## src/rtl/simple_risc_pkg.sv

```systemverilog
// Shared encodings for the Simple RISC Machine core: opcodes, shift/ALU codes, FSM states,
// memory command codes and the B-operand shifter helper.
package simple_risc_pkg;

  localparam logic [2:0] OPC_MOV = 3'b110;
  localparam logic [2:0] OPC_ALU = 3'b101;

  localparam logic [1:0] OP_MOVI = 2'b10;
  localparam logic [1:0] OP_MOVR = 2'b00;
  localparam logic [1:0] OP_ADD  = 2'b00;
  localparam logic [1:0] OP_CMP  = 2'b01;
  localparam logic [1:0] OP_AND  = 2'b10;
  localparam logic [1:0] OP_MVN  = 2'b11;

  localparam logic [1:0] SH_NONE = 2'b00;
  localparam logic [1:0] SH_LSL  = 2'b01;
  localparam logic [1:0] SH_LSR  = 2'b10;
  localparam logic [1:0] SH_ROR  = 2'b11;

  localparam logic [1:0] ALU_ADD  = 2'b00;
  localparam logic [1:0] ALU_SUB  = 2'b01;
  localparam logic [1:0] ALU_AND  = 2'b10;
  localparam logic [1:0] ALU_NOTB = 2'b11;

  localparam logic [1:0] MNONE  = 2'b00;
  localparam logic [1:0] MREAD  = 2'b01;
  localparam logic [1:0] MWRITE = 2'b10;

  typedef enum logic [2:0] {
    StWait     = 3'd0,
    StDecode   = 3'd1,
    StGetA     = 3'd2,
    StGetB     = 3'd3,
    StAlu      = 3'd4,
    StWriteRd  = 3'd5,
    StWriteImm = 3'd6
  } state_e;

  function automatic logic [15:0] shift_b(input logic [1:0] sh, input logic [15:0] b);
    case (sh)
      SH_LSL:  return {b[14:0], 1'b0};
      SH_LSR:  return {1'b0, b[15:1]};
      SH_ROR:  return {b[0], b[15:1]};
      default: return b;
    endcase
  endfunction

endpackage

```

## src/rtl/simple_risc_datapath.sv

```systemverilog
// Datapath: 8x16 register file (not reset), A/B/C operand registers, B shifter, ALU and
// the {V,N,Z} status register.
module simple_risc_datapath
  import simple_risc_pkg::*;
(
  input  logic        i_clk,
  input  logic        i_rst_n,
  input  logic [2:0]  i_rn,
  input  logic [2:0]  i_rm,
  input  logic [2:0]  i_wnum,
  input  logic        i_write,
  input  logic        i_wsel_imm,
  input  logic [15:0] i_imm,
  input  logic        i_load_a,
  input  logic        i_load_b,
  input  logic        i_load_c,
  input  logic        i_load_s,
  input  logic        i_zero_a,
  input  logic [1:0]  i_shift,
  input  logic [1:0]  i_aluop,
  output logic [15:0] o_c,
  output logic [2:0]  o_stat
);

  logic [15:0] r_regs [8];
  logic [15:0] r_a;
  logic [15:0] r_b;
  logic [15:0] r_c;
  logic [2:0]  r_stat;

  logic [15:0] w_wdata;
  logic [15:0] w_a;
  logic [15:0] w_b;
  logic [15:0] w_res;
  logic        w_v;

  assign w_wdata = i_wsel_imm ? i_imm : r_c;

  always_ff @(posedge i_clk) begin
    if (i_write) r_regs[i_wnum] <= w_wdata;
  end

  always_ff @(posedge i_clk or negedge i_rst_n) begin
    if (!i_rst_n) begin
      r_a    <= '0;
      r_b    <= '0;
      r_c    <= '0;
      r_stat <= '0;
    end else begin
      if (i_load_a) r_a <= r_regs[i_rn];
      if (i_load_b) r_b <= r_regs[i_rm];
      if (i_load_c) r_c <= w_res;
      if (i_load_s) r_stat <= {w_v, w_res[15], (w_res == 16'd0)};
    end
  end

  assign w_a = i_zero_a ? 16'd0 : r_a;
  assign w_b = shift_b(i_shift, r_b);

  always_comb begin
    w_res = 16'd0;
    w_v   = 1'b0;
    case (i_aluop)
      ALU_ADD: begin
        w_res = w_a + w_b;
        w_v   = (w_a[15] == w_b[15]) && (w_res[15] != w_a[15]);
      end
      ALU_SUB: begin
        w_res = w_a - w_b;
        w_v   = (w_a[15] != w_b[15]) && (w_res[15] != w_a[15]);
      end
      ALU_AND:  w_res = w_a & w_b;
      default:  w_res = ~w_b;
    endcase
  end

  assign o_c    = r_c;
  assign o_stat = r_stat;

endmodule

```

## src/rtl/simple_risc_cpu.sv

```systemverilog
// Simple RISC Machine core top: instruction register, decoder and Moore controller.
// Build option CPU_FLAGS_ALL_EN: every ALU-state instruction updates status, not only CMP.
module simple_risc_cpu
  import simple_risc_pkg::*;
(
  input  logic        i_clk,
  input  logic        i_rst_n,
  input  logic [15:0] i_mdata,
  input  logic        i_s,
  input  logic        i_load,
  input  logic [15:0] i_in,
  output logic [15:0] o_out,
  output logic        o_n,
  output logic        o_v,
  output logic        o_z,
  output logic        o_w,
  output logic [1:0]  o_mem_cmd,
  output logic [8:0]  o_mem_addr
);

  state_e      r_state;
  state_e      w_state_next;
  logic [15:0] r_ir;

  logic [2:0]  w_opcode;
  logic [1:0]  w_op;
  logic [2:0]  w_rn;
  logic [2:0]  w_rd;
  logic [1:0]  w_sh;
  logic [2:0]  w_rm;
  logic [15:0] w_imm;
  logic        w_mov_imm;
  logic        w_mov_reg;
  logic        w_alu;
  logic        w_unary;
  logic        w_cmp;

  logic        w_load_a;
  logic        w_load_b;
  logic        w_load_c;
  logic        w_load_s;
  logic        w_write;
  logic        w_wsel_imm;
  logic [2:0]  w_wnum;
  logic        w_zero_a;
  logic [1:0]  w_aluop;
  logic [2:0]  w_stat;
  logic        w_unused_mdata;

  assign w_unused_mdata = ^i_mdata;

  always_ff @(posedge i_clk or negedge i_rst_n) begin
    if (!i_rst_n)    r_ir <= '0;
    else if (i_load) r_ir <= i_in;
  end

  assign w_opcode  = r_ir[15:13];
  assign w_op      = r_ir[12:11];
  assign w_rn      = r_ir[10:8];
  assign w_rd      = r_ir[7:5];
  assign w_sh      = r_ir[4:3];
  assign w_rm      = r_ir[2:0];
  assign w_imm     = {{8{r_ir[7]}}, r_ir[7:0]};
  assign w_mov_imm = (w_opcode == OPC_MOV) && (w_op == OP_MOVI);
  assign w_mov_reg = (w_opcode == OPC_MOV) && (w_op == OP_MOVR);
  assign w_alu     = (w_opcode == OPC_ALU);
  assign w_unary   = w_mov_reg || (w_alu && (w_op == OP_MVN));
  assign w_cmp     = w_alu && (w_op == OP_CMP);

  always_ff @(posedge i_clk or negedge i_rst_n) begin
    if (!i_rst_n) r_state <= StWait;
    else          r_state <= w_state_next;
  end

  always_comb begin
    w_state_next = r_state;
    case (r_state)
      StWait:     if (i_s) w_state_next = StDecode;
      StDecode: begin
        if (w_mov_imm)    w_state_next = StWriteImm;
        else if (w_unary) w_state_next = StGetB;
        else if (w_alu)   w_state_next = StGetA;
        else              w_state_next = StWait;
      end
      StGetA:     w_state_next = StGetB;
      StGetB:     w_state_next = StAlu;
      StAlu:      w_state_next = StWriteRd;
      StWriteRd:  w_state_next = StWait;
      StWriteImm: w_state_next = StWait;
      default:    w_state_next = StWait;
    endcase
  end

  always_comb begin
    w_load_a   = (r_state == StGetA);
    w_load_b   = (r_state == StGetB);
    w_load_c   = (r_state == StAlu);
`ifdef CPU_FLAGS_ALL_EN
    w_load_s   = (r_state == StAlu);
`else
    w_load_s   = (r_state == StAlu) && w_cmp;
`endif
    w_write    = (r_state == StWriteRd) || (r_state == StWriteImm);
    w_wsel_imm = (r_state == StWriteImm);
    w_wnum     = (r_state == StWriteImm) ? w_rn : w_rd;
    // ALU op codes line up with the op field; MOV-reg is 0 + sh(Rm)
    w_zero_a   = w_mov_reg;
    w_aluop    = w_mov_reg ? ALU_ADD : w_op;
    o_w        = (r_state == StWait);
  end

  simple_risc_datapath u_datapath (
    .i_clk      (i_clk),
    .i_rst_n    (i_rst_n),
    .i_rn       (w_rn),
    .i_rm       (w_rm),
    .i_wnum     (w_wnum),
    .i_write    (w_write),
    .i_wsel_imm (w_wsel_imm),
    .i_imm      (w_imm),
    .i_load_a   (w_load_a),
    .i_load_b   (w_load_b),
    .i_load_c   (w_load_c),
    .i_load_s   (w_load_s),
    .i_zero_a   (w_zero_a),
    .i_shift    (w_sh),
    .i_aluop    (w_aluop),
    .o_c        (o_out),
    .o_stat     (w_stat)
  );

  assign o_v        = w_stat[2];
  assign o_n        = w_stat[1];
  assign o_z        = w_stat[0];
  assign o_mem_cmd  = MNONE;
  assign o_mem_addr = 9'd0;

endmodule

```

## config.mk

```make
export PLATFORM = sky130hd
export DESIGN_NAME = simple_risc_cpu
export DESIGN_NICKNAME = d
export VERILOG_FILES = /design/src/rtl/simple_risc_pkg.sv /design/src/rtl/simple_risc_datapath.sv /design/src/rtl/simple_risc_cpu.sv
export SDC_FILE = /design/constraint.sdc
export NUM_CORES = 1
export LEC_CHECK = 0
export ABC_AREA = 1
export BUFFER_PORTS_ARGS = -buffer_cell sky130_fd_sc_hd__buf_2
export CORE_MARGIN = 2
export CORE_UTILIZATION = 40
export DETAILED_ROUTE_END_ITERATION = 16
export SYNTH_ARGS = -nofsm -noshare
export SYNTH_HDL_FRONTEND = slang
export SYNTH_HIERARCHICAL = 1
export SYNTH_SLANG_ARGS = --single-unit
```

## constraint.sdc

```tcl
create_clock -name i_clk -period 8.1 [get_ports i_clk]
set_input_delay 2.025 -clock i_clk [delete_from_list [all_inputs] [get_ports i_clk]]
set_output_delay 2.025 -clock i_clk [all_outputs]
set_load 0.02 [all_outputs]
```

* Yosys cells after proc, flatten, opt, wreduce, memory -nomap -nowiden
Memories as Yosys holds them, arrays and structs flattened. A register that Yosys moved wholly into a read port is not among the register bits.
Cells that the tools add are included.
** Cells by class
- $add $sub $neg :: 2
- Equal/unequal tests :: 21
- Muxes and demuxes :: 14
- Bitwise logic cells :: 2
- Reduce and logical (&&, ||, !) cells :: 15
** Operators by type and width (count)
- $pmux 16 s3 :: 2
- $mux 16 :: 2
- $add 16x16->16 :: 1
- $and 16x16->16 :: 1
- $logic_not 16->1 :: 1
- $not 16->16 :: 1
- $sub 16x16->16 :: 1
- $eq 3x3->1 const B :: 5
- $pmux 3 s5 :: 1
- $eq 2x2->1 const B :: 5
- $mux 3 :: 3
- $logic_and 1x1->1 :: 7
- $eq 2x1->1 const B :: 3
- $eq 3x2->1 const B :: 2
- $mux 2 :: 3
- $logic_not 2->1 :: 2
- $eq 3x1->1 const B :: 1
- $logic_not 3->1 :: 1
- $ne 1x1->1 :: 3
- $logic_not 1->1 :: 2
- $logic_or 1x1->1 :: 2
- $mux 1 :: 2
- $ne 2x2->1 const B :: 1
- $pmux 1 s2 :: 1
- $eq 1x1->1 :: 1
** Word-level totals
- Bits in registers :: 38
- Memory bits (writable) :: 128
- Output and inout bits :: 31
- Word-level logic and storage cells :: 59
- Memories :: 1
** Memory list
- u_datapath.r_regs :: depth 8, bits a word 16, read ports 2, clocked after Yosys merged registers in 2, wr ports 1, line simple_risc_datapath.sv:25 : logic [15:0] r_regs [8];

* Logic depth before layout (Yosys ltp)
Gate-level depths: netlist (run 1).
- Word-level depth :: 7
- Gate-level depth with buffers :: 24
- Depth with buffers taken out :: 23

* Cells and area by module
Netlist (run 1), hierarchy kept.
** By module, submodules not included
- simple_risc_datapath :: instances 1, cells an instance 1374, area an instance 11025.6 um2
- simple_risc_cpu :: instances 1, cells an instance 103, area an instance 955.9 um2

* Worst setup path before layout (run 1)
OpenSTA, ideal clock, no wires.
- Path kind :: reg2out
- Start point :: register r_state[0]
- End point :: output port o_w
- Arrival time :: 0.717 ns
- Required time :: 6.075 ns
- Slack :: 5.358 ns
- Stages on the path, launching flop included :: 4
- Path buffers :: 0
- Cell sequence :: dfrtp_1 > inv_1 > nand3_1 > inv_1
** On the way
- Word-level cells in the longest chain between the ends :: 1
** Ends and longest elaborated chain
- start, declared :: line simple_risc_cpu.sv:21 : state_e r_state;
- start signal, assigned :: line simple_risc_cpu.sv:71 : if (!i_rst_n) r_state <= StWait;
- start signal, assigned :: line simple_risc_cpu.sv:72 : else r_state <= w_state_next;
- $logic_not 3->1 :: line simple_risc_cpu.sv:109 : o_w = (r_state == StWait);
- end, declared :: line simple_risc_cpu.sv:16 : output logic o_w,
No other way between the ends.

* Worst setup path in the final report (run 1)
- Start point :: register r_ir[4]
- End point :: register u_datapath.r_stat[0] (netlist: u_datapath/o_stat[0])
** On the way
- Word-level cells in the longest chain between the ends :: 5
- Elaborated cells on any way between the ends :: 10
- Those cells by class :: add/sub (2); eq/ne (3); mux (2); bitwise (2); reduce/logical (1)
** Ends and longest elaborated chain
- start, declared :: line simple_risc_cpu.sv:23 : logic [15:0] r_ir;
- start signal, assigned :: line simple_risc_cpu.sv:54 : else if (i_load) r_ir <= i_in;
- $eq 2x2->1 / $eq 2x1->1 (equally long branches) :: line simple_risc_pkg.sv:40 : case (sh)
- $pmux 16 s3 (*) :: line simple_risc_pkg.sv:40
- $sub 16x16->16, or another cell as far along :: line simple_risc_datapath.sv:69 : w_res = w_a - w_b;
- $pmux 16 s3 (*) :: line simple_risc_datapath.sv:63 : case (i_aluop)
- $logic_not 16->1 (*) :: line simple_risc_datapath.sv:53 : if (i_load_s) r_stat <= {w_v, w_res[15], (w_res == 16'd0)};
- end signal, assigned :: line simple_risc_datapath.sv:53
- end, declared :: line simple_risc_datapath.sv:29 : logic [2:0] r_stat;
Mark *: on every way between the ends. The rest lies on a longest branch, timed or not.
A chain may end at the register's enable or synchronous reset.

==> results of run 1 <==
[layout make-up]
type                    count  area [um^2]  area share (%)
multi-input cells         986         5130            39.7
repair buffers             56          325            2.52
well taps                 390          488            3.77
clock buffers              17          425            3.29
flip-flops and latches    198         5610            43.3
clock inverters            15          163            1.26
inverters                 211          792            6.12
[worst reg2reg max path, cell delays in order, from the launching register on]
cell     delay [ns]
dfrtp_1        0.60
nor2_1         0.66
inv_1          0.27
o21ai_1        0.40
inv_1          0.13
ha_1           0.41
nand2_1        0.13
nor2_1         0.26
nand3_1        0.19
nand3_1        0.12
nand2_1        0.05
nand3_1        0.09
nand3_1        0.14
nand2_1        0.12
nand3_1        0.09
nor2_1         0.10
nand3_1        0.20
nand2_1        0.12
[cells in the mapped netlist]
master    instances
o21ai_0         196
mux2_2           21
nor2_1           71
nand2_2           2
inv_2             6
fa_1              2
o221ai_1         26
nor2_2            4
a221o_2           1
nand2_1         305
edfxtp_1        128
clkbuf_8          5
buf_1             6
o211ai_2          2
nand3_2           1
o21a_1            3
nor3_1            4
nand3b_1          3
dfrtp_1          70
nand4_2           1
buf_2            10
a21oi_2           6
a21oi_1         131
nand4_1          19
buf_8             1
buf_4            18
buf_6             2
o211ai_1         14
nand3_1         116
xor2_1            1
conb_1            1
a31oi_1           2
a22oi_1           4
o21ai_1           3
inv_1           205
nor2_4            3
ha_1             32
nor3_2            1
o21bai_1          1
clkbuf_1         50
[logic make-up (layout without fill, tap and decap cells)]
family,count (synthesis),after routing
AOI/OAI and AO/OA,389,389
xor gates and xnor gates,1,1
adders and majority gates,34,34
buffers and inverters,303,299
DFF,198,198
muxes,21,21
other,1,11
and+or+nand+nor,530,530
[layer usage]
layer / part of all wire, % / vias to the layer above / GRT usage [%]
li1: - / 4951 / -
met1: 45 / 4789 / 29.6
met2: 47 / 359 / 35.5
met3: 5.8 / 60 / 3.46
met4: 2.4 / 0 / 7.27
met5: 0 / - / 0
[sequential cells by signal, indices dropped and copies added, names as in the netlist]
signal             count
r_ir                  16
u_datapath/r_a        16
u_datapath/o_stat      3
r_state                3
u_datapath/r_b        16
u_datapath/o_c        16
u_datapath/r_regs    128
[power breakdown]
group	switching, mW	internal (mW)
combinational	1.36	0.564
sequential	0.109	1.31
clock	0.410	0.438
total	1.88	2.31
[metrics by stage]
step	hold slack (ns)	worst slack (ns)	std cells
floorplan	0.496	5.36	1487
global placement	0.471	4.10	1841
detailed placement	0.472	4.05	1841
CTS	0.498	4.04	1873
global route	0.513	3.70	1873
finish	0.493	3.97	1873
[worst min-delay path by stage]
stage | startpoint | end | slack [ns] | cells after the start
2_1_floorplan | r_ir[2] | r_ir[2] | 0.50 | 1
3_3_place_gp | u_datapath/o_stat[2] | u_datapath/o_stat[2] | 0.47 | 2
3_5_place_dp | u_datapath/o_stat[0] | u_datapath/o_stat[0] | 0.47 | 2
4_1_cts | u_datapath/o_stat[0] | u_datapath/o_stat[0] | 0.50 | 2
5_1_grt | u_datapath/o_stat[0] | u_datapath/o_stat[0] | 0.51 | 2
6_report | u_datapath/o_stat[2] | u_datapath/o_stat[2] | 0.49 | 2
==> key figures, run 1 <==
Final layout
  – Final Core Density: ~44%
  – Fill cells: 2970
  – Most common cell after layout, fill and taps aside: nand2_1
  – Final instance area: about 13000 um^2
  – Layout area overhead: 7.95%
  – N_diodes: 0
  – Nets: around 1500
  – Most frequent cells in the layout: nand2_1 (305), inv_1 (205), o21ai_0 (196)
  – Layout cell share with drive strength beyond 1: 9.44%

Synth
  – Post-Synth XOR/XNOR Area: 0.0731%
  – Simple-gate share of the synthesized area: around a fifth
  – Number of synthesized register bits: between 150 and 200
  – Largest family of logic cells by synthesized area: simple AND/OR/NAND/NOR gates
  – Yosys top cell by area: edfxtp_1
  – YS warnings: 6
  – Mapped Cells: between 1000 and 1500
  – Synth top area share: between 30% and 40%
  – Synth Area per Inst: about 8 um^2
  – Synth Area in Compound Gates: between 15 and 20%
  – Synth Cell Area: roughly 12000 um^2
  – Adder-Cell Fraction of Synth Area: under 10%
  – Mux contribution to synthesized area: just under 2%
  – Post-synth cell types: 40
  – Synth top area cells: edfxtp_1 (32%), dfrtp_1 (15%), nand2_1 (9.6%), o21ai_0 (8.2%), inv_1 (6.4%)
  – Sequential-to-total area share from yosys stat: a little under half

Timing
  – Final Cycle Share: between 50% and 60%
  – Relative slew slack: 28.7%
  – Final setup fails: 0
  – Max Fclk: 0.242 GHz
  – Post-route setup TNS: 0 ns
  – Final hold violation count: 0
  – Least-Margin Pin Slew: between 1 and 1.5 ns
  – Clk_skew: about 0.015 ns
  – Pins Over Slew Limit: 0
  – Unrepaired setup endpoints after global routing: false
  – Tmin final: just over 4 ns

GRT
  – Pin count of the biggest net entering global routing: 74
  – Gr usage total: 21.8%
  – Gr ovfl total: 0
  – Number of global-route vias before repair: ~9300
  – First-pass GRT wire length: approximately 52000 um
  – Antenna violations before repair: 0

Worst setup path
  – Delay of the slowest cell on the worst path: roughly 0.66 ns
  – Setup crit end: u_datapath/o_stat[0]
  – Reg2Reg Launch Point: r_ir[4]
  – Crit end category: flip-flop
  – Crit Path Max Fanout: 15
  – R2R Setup Slk: about 4.0 ns
  – Buf/Inv on CP: 2
  – CP Launch Point: r_ir[4]
  – Slowest cell on crit path: nor2_1
  – Crit path top cell by count: nand3_1
  – Cell depth of the worst setup path: 17
  – Startpoint types: flip-flop
  – Worst EP arrival: 4.51 ns
  – Crit path required time: between 8 and 9 ns
  – Largest delay share family, worst path: simple AND/OR/NAND/NOR gates
  – WS Path Type: reg -> reg
  – FF-to-FF path depth: 17
  – Worst path cell trace: nor2_1, inv_1, o21ai_1, inv_1, ha_1, nand2_1, nor2_1, nand3_1, nand3_1, nand2_1, nand3_1, nand3_1, nand2_1, nand3_1, nor2_1, nand3_1, nand2_1
  – FF-to-FF End: u_datapath/o_stat[0]

Floorplanning
  – I/O Pins: 67
  – Die area: roughly 31000 um^2
  – CORE AREA: just under 30000 um^2
  – Initial Util: between 40% and 50%
  – FP Rows: 63
  – Chip width: approximately 180 um
  – Die Y: between 150 and 200 um

Power
  – VDD IR-drop max: approximately 120 uV
  – Final Total Pwr: around 4.2 mW
  – Leak Pwr: between 5 and 6 nW
  – PwrDens: approximately 320 nW/um^2

Route
  – Drt wl/cell: approximately 18 um
  – Pre-antenna DRT Iters: 6
  – Post-DRT Antenna Nets: 0
  – Final wirelength: roughly 34000 um
  – DR vias: between 10000 and 15000
  – Initial DRC Count: 860
  – Drt via density: approximately 5.4
  – DRC: 0

Clock network
  – Clk slew on worst S/H paths: 0.08 ns
  – CTS resizes: 0
  – CTS Sinks: roughly 200
  – CTS tree: yes
  – Setup Fix Bufs, Post-CTS: 0
  – CTS root buf: clkbuf_16
  – Clk_lat worst skew: 0.44 ns
  – Hold-fix buffers, CTS: 0
  – Max clock buf depth: 2
  – Num CTS Buffers: 17
  – Htree depth: 4

Place
  – Placed instance area: ~12000 um^2
  – Post-DP HPWL: between 20000 and 25000 um
  – RePlAce Congestion: between 0.9 and 1
  – IO buf count: 39

Job
  – MaxCap Viol Count: 0

Status
  – Status: finished, final reports clean

Min path
  – Worst Hold Class: reg -> reg
No activity file was read; power rests on OpenSTA's default activity.
==> run 2, diff against run 1 <==
- clock period: 8.1 -> 3.9 ns (I/O delays scaled with it)
==> run 2 against run 1 <==
  * Die area stayed put
  * Setup slack worse by 3.6 ns
  * Sequential share of layout area is 0.17 points lower
  * Largest power group unchanged
  * Maximum frequency is 17% higher
  * Critical endpoint unchanged
  * Non-clock buffer count is 7 higher
==> key figures, run 2 (synthesis gave the netlist of run 1 again) <==
Status
  – Status: finished, final reports clean

Job
  – MaxCap Viol Count: 0 (unchanged)

Place
  – Worst slack at placement: 0.399 ns (-3.65 ns)
  – RePlAce Congestion: 0.916 (-7.1%)
  – Post-DP HPWL: 23800 um (+1.1%)
  – IO buf count: 39 (unchanged)

Floorplanning
  – Chip width: 177 um (unchanged)
  – I/O Pins: 67 (unchanged)
  – FP Rows: 63 (unchanged)
  – Initial Util: 40.5% (unchanged)
  – Die Y: 177 um (unchanged)
  – Die area: 31400 um^2 (unchanged)
  – CORE AREA: 29600 um^2 (unchanged)

Route
  – Initial DRC Count: 981 (+14%)
  – Pre-antenna DRT Iters: 5 (-1)
  – Drt wl/cell: 18.4 um (+1.1%)
  – Final wirelength: 34500 um (+1.5%)
  – Post-DRT Antenna Nets: 0 (unchanged)
  – DRC: 0 (unchanged)
  – DR vias: 10300 (+1.2%)
  – Drt via density: 5.47 (+0.85%)

Worst setup path
  – FF-to-FF path depth: 19 (+2)
  – WS Path Type: reg -> reg
  – Crit end category: flip-flop
  – Cell depth of the worst setup path: 19 (+2)
  – Startpoint types: flip-flop
  – Slowest cell on crit path: dfrtp_1
  – Worst EP arrival: 3.92 ns (-0.59 ns)
  – Crit path top cell by count: nand2_1
  – Crit Path Max Fanout: 15 (unchanged)
  – Worst path cell trace: nor2_4, nand2_1, nand2_1, ha_1, inv_1, fa_1, inv_1, nand3_1, nand2_1, nand2_1, nand2_1, nand2_1, nand2_1, nand2_1, nand3_1, nand4_1, nor2_1, nand3_1, nand2_1
  – Delay of the slowest cell on the worst path: 0.54 ns (-0.12 ns)
  – Buf/Inv on CP: 2 (unchanged)
  – Crit path required time: 4.28 ns (-4.20 ns)
  – Largest delay share family, worst path: simple AND/OR/NAND/NOR gates

Clock network
  – Setup Fix Bufs, Post-CTS: 0 (unchanged)
  – Clk_lat worst skew: 0.44 ns (about the same)
  – Htree depth: 4 (unchanged)
  – Clk slew on worst S/H paths: 0.08 ns (about the same)
  – CTS Sinks: 198 (unchanged)
  – Num CTS Buffers: 17 (unchanged)
  – Hold-fix buffers, CTS: 0 (unchanged)
  – Max clock buf depth: 2 (unchanged)
  – CTS root buf: clkbuf_16
  – CTS resizes: 0 (unchanged)
  – CTS tree: yes

GRT
  – Antenna violations before repair: 0 (unchanged)
  – GR met3 Demand/Resource: 3.72% (+0.26 points)
  – Top Usage Layer GRT: met2
  – Gr usage total: 22.3% (+0.46 points)
  – First-pass GRT wire length: 53200 um (+2.0%)
  – Number of global-route vias before repair: 9518 (+2.1%)
  – Grt met2 use: 35.2% (-0.26 points)
  – Met1 Use GR: 31.2% (+1.6 points)
  – Pin count of the biggest net entering global routing: 88 (+19%)
  – Gr ovfl total: 0 (unchanged)

Power
  – PwrDens: 669 nW/um^2 (+110%)
  – Leak Pwr: 5.70 nW (+0.59%)
  – VDD IR-drop max: 284 uV (+140%)

Final layout
  – Nets: 1547 (+0.45%)
  – Final Core Density: 43.9% (+0.17 points)
  – N_diodes: 0 (unchanged)
  – Most frequent cells in the layout: nand2_1 (305), inv_1 (205), o21ai_0 (196)
  – Most common cell after layout, fill and taps aside: nand2_1
  – Biggest register: u_datapath/r_regs
  – Layout area overhead: 8.38%
  – Max reg flops: 128 (unchanged)
  – Layout cell share with drive strength beyond 1: 9.87% (+0.43 points)

Timing
  – Final setup fails: 0 (unchanged)
  – Unrepaired setup endpoints after global routing: false
  – Max Fclk: 0.283 GHz (+17%)
  – Final Cycle Share: 90.6% (+40 points)
  – Worst setup margin: 0.366 ns (-3.60 ns)
  – Clk_skew: 0.0177 ns (+0.00280 ns)
  – Pins Over Slew Limit: 0 (unchanged)
  – Post-route setup TNS: 0 ns (unchanged)
  – Final hold violation count: 0 (unchanged)
  – Relative slew slack: 20.7% (-8.0 points)
  – Tmin final: 3.53 ns (-0.601 ns)
  – Least-Margin Pin Slew: 1.19 ns (+0.130 ns)

Min path
  – Worst Hold Class: reg -> reg
  – Worst hold path cell count: 2 (unchanged)
run 2: changes by cell type in the layout (fill, tap and decap cells not counted), sizes merged:
cell    change
buf         +7
bufinv      -1
clkbuf      +2
clkinv      -1
run 2: routing by layer:
layer	vias to the layer above	part of all wire, %
met5	-	0
met4	0	2.3
met3	54	6.7
met2	400	46
met1	4867	45
li1	4963	-
run 2: per-stage QoR:
step | hold WS [ns] | power (mW) | std cells | instance area (um^2)
5_1_grt | 0.528 | 9.29 | 1880 | 13000
3_3_place_gp | 0.469 | 6.86 | 1848 | 12400
2_1_floorplan | 0.496 | 5.85 | 1487 | 12000
4_1_cts | 0.497 | 8.66 | 1880 | 13000
6_report | 0.495 | 8.69 | 1880 | 13000
3_5_place_dp | 0.471 | 6.93 | 1848 | 12400
run 2: cell type report:
class                           count  area [um^2]
Fill cell                        2974        16600
Sequential cell                   198         5610
Multi-Input combinational cell    986         5130
Inverter                          211          792
Tap cell                          390          488
Clock buffer                       19          454
Timing Repair Buffer               63          378
Clock inverter                     13          133
run 2: worst paths after layout:
path                                        end            startpoint  slack [ns]
max                        u_datapath/o_stat[0]               r_ir[4]        0.37
min                        u_datapath/o_stat[2]  u_datapath/o_stat[2]        0.49
max reg2reg                u_datapath/o_stat[0]               r_ir[4]        0.37
min reg2reg                u_datapath/o_stat[2]  u_datapath/o_stat[2]        0.49
max in group asynchronous               r_ir[8]               i_rst_n        2.61
min in group asynchronous  u_datapath/o_stat[1]               i_rst_n        0.65
run 2: where the power goes:
part           internal (mW)  total [mW]  switching [mW]
clock network          0.887        1.73           0.838
registers               2.71        2.98           0.266
logic                   1.18        3.98            2.80
total                   4.78        8.69            3.91
run 2: worst reg2reg max path, delay by kind of cell, from the launching register on:
family	cells	cell delay, ns
adders and majority gates	2	0.74
buffers and inverters	2	0.25
DFF	1	0.54
and+or+nand+nor	15	1.95
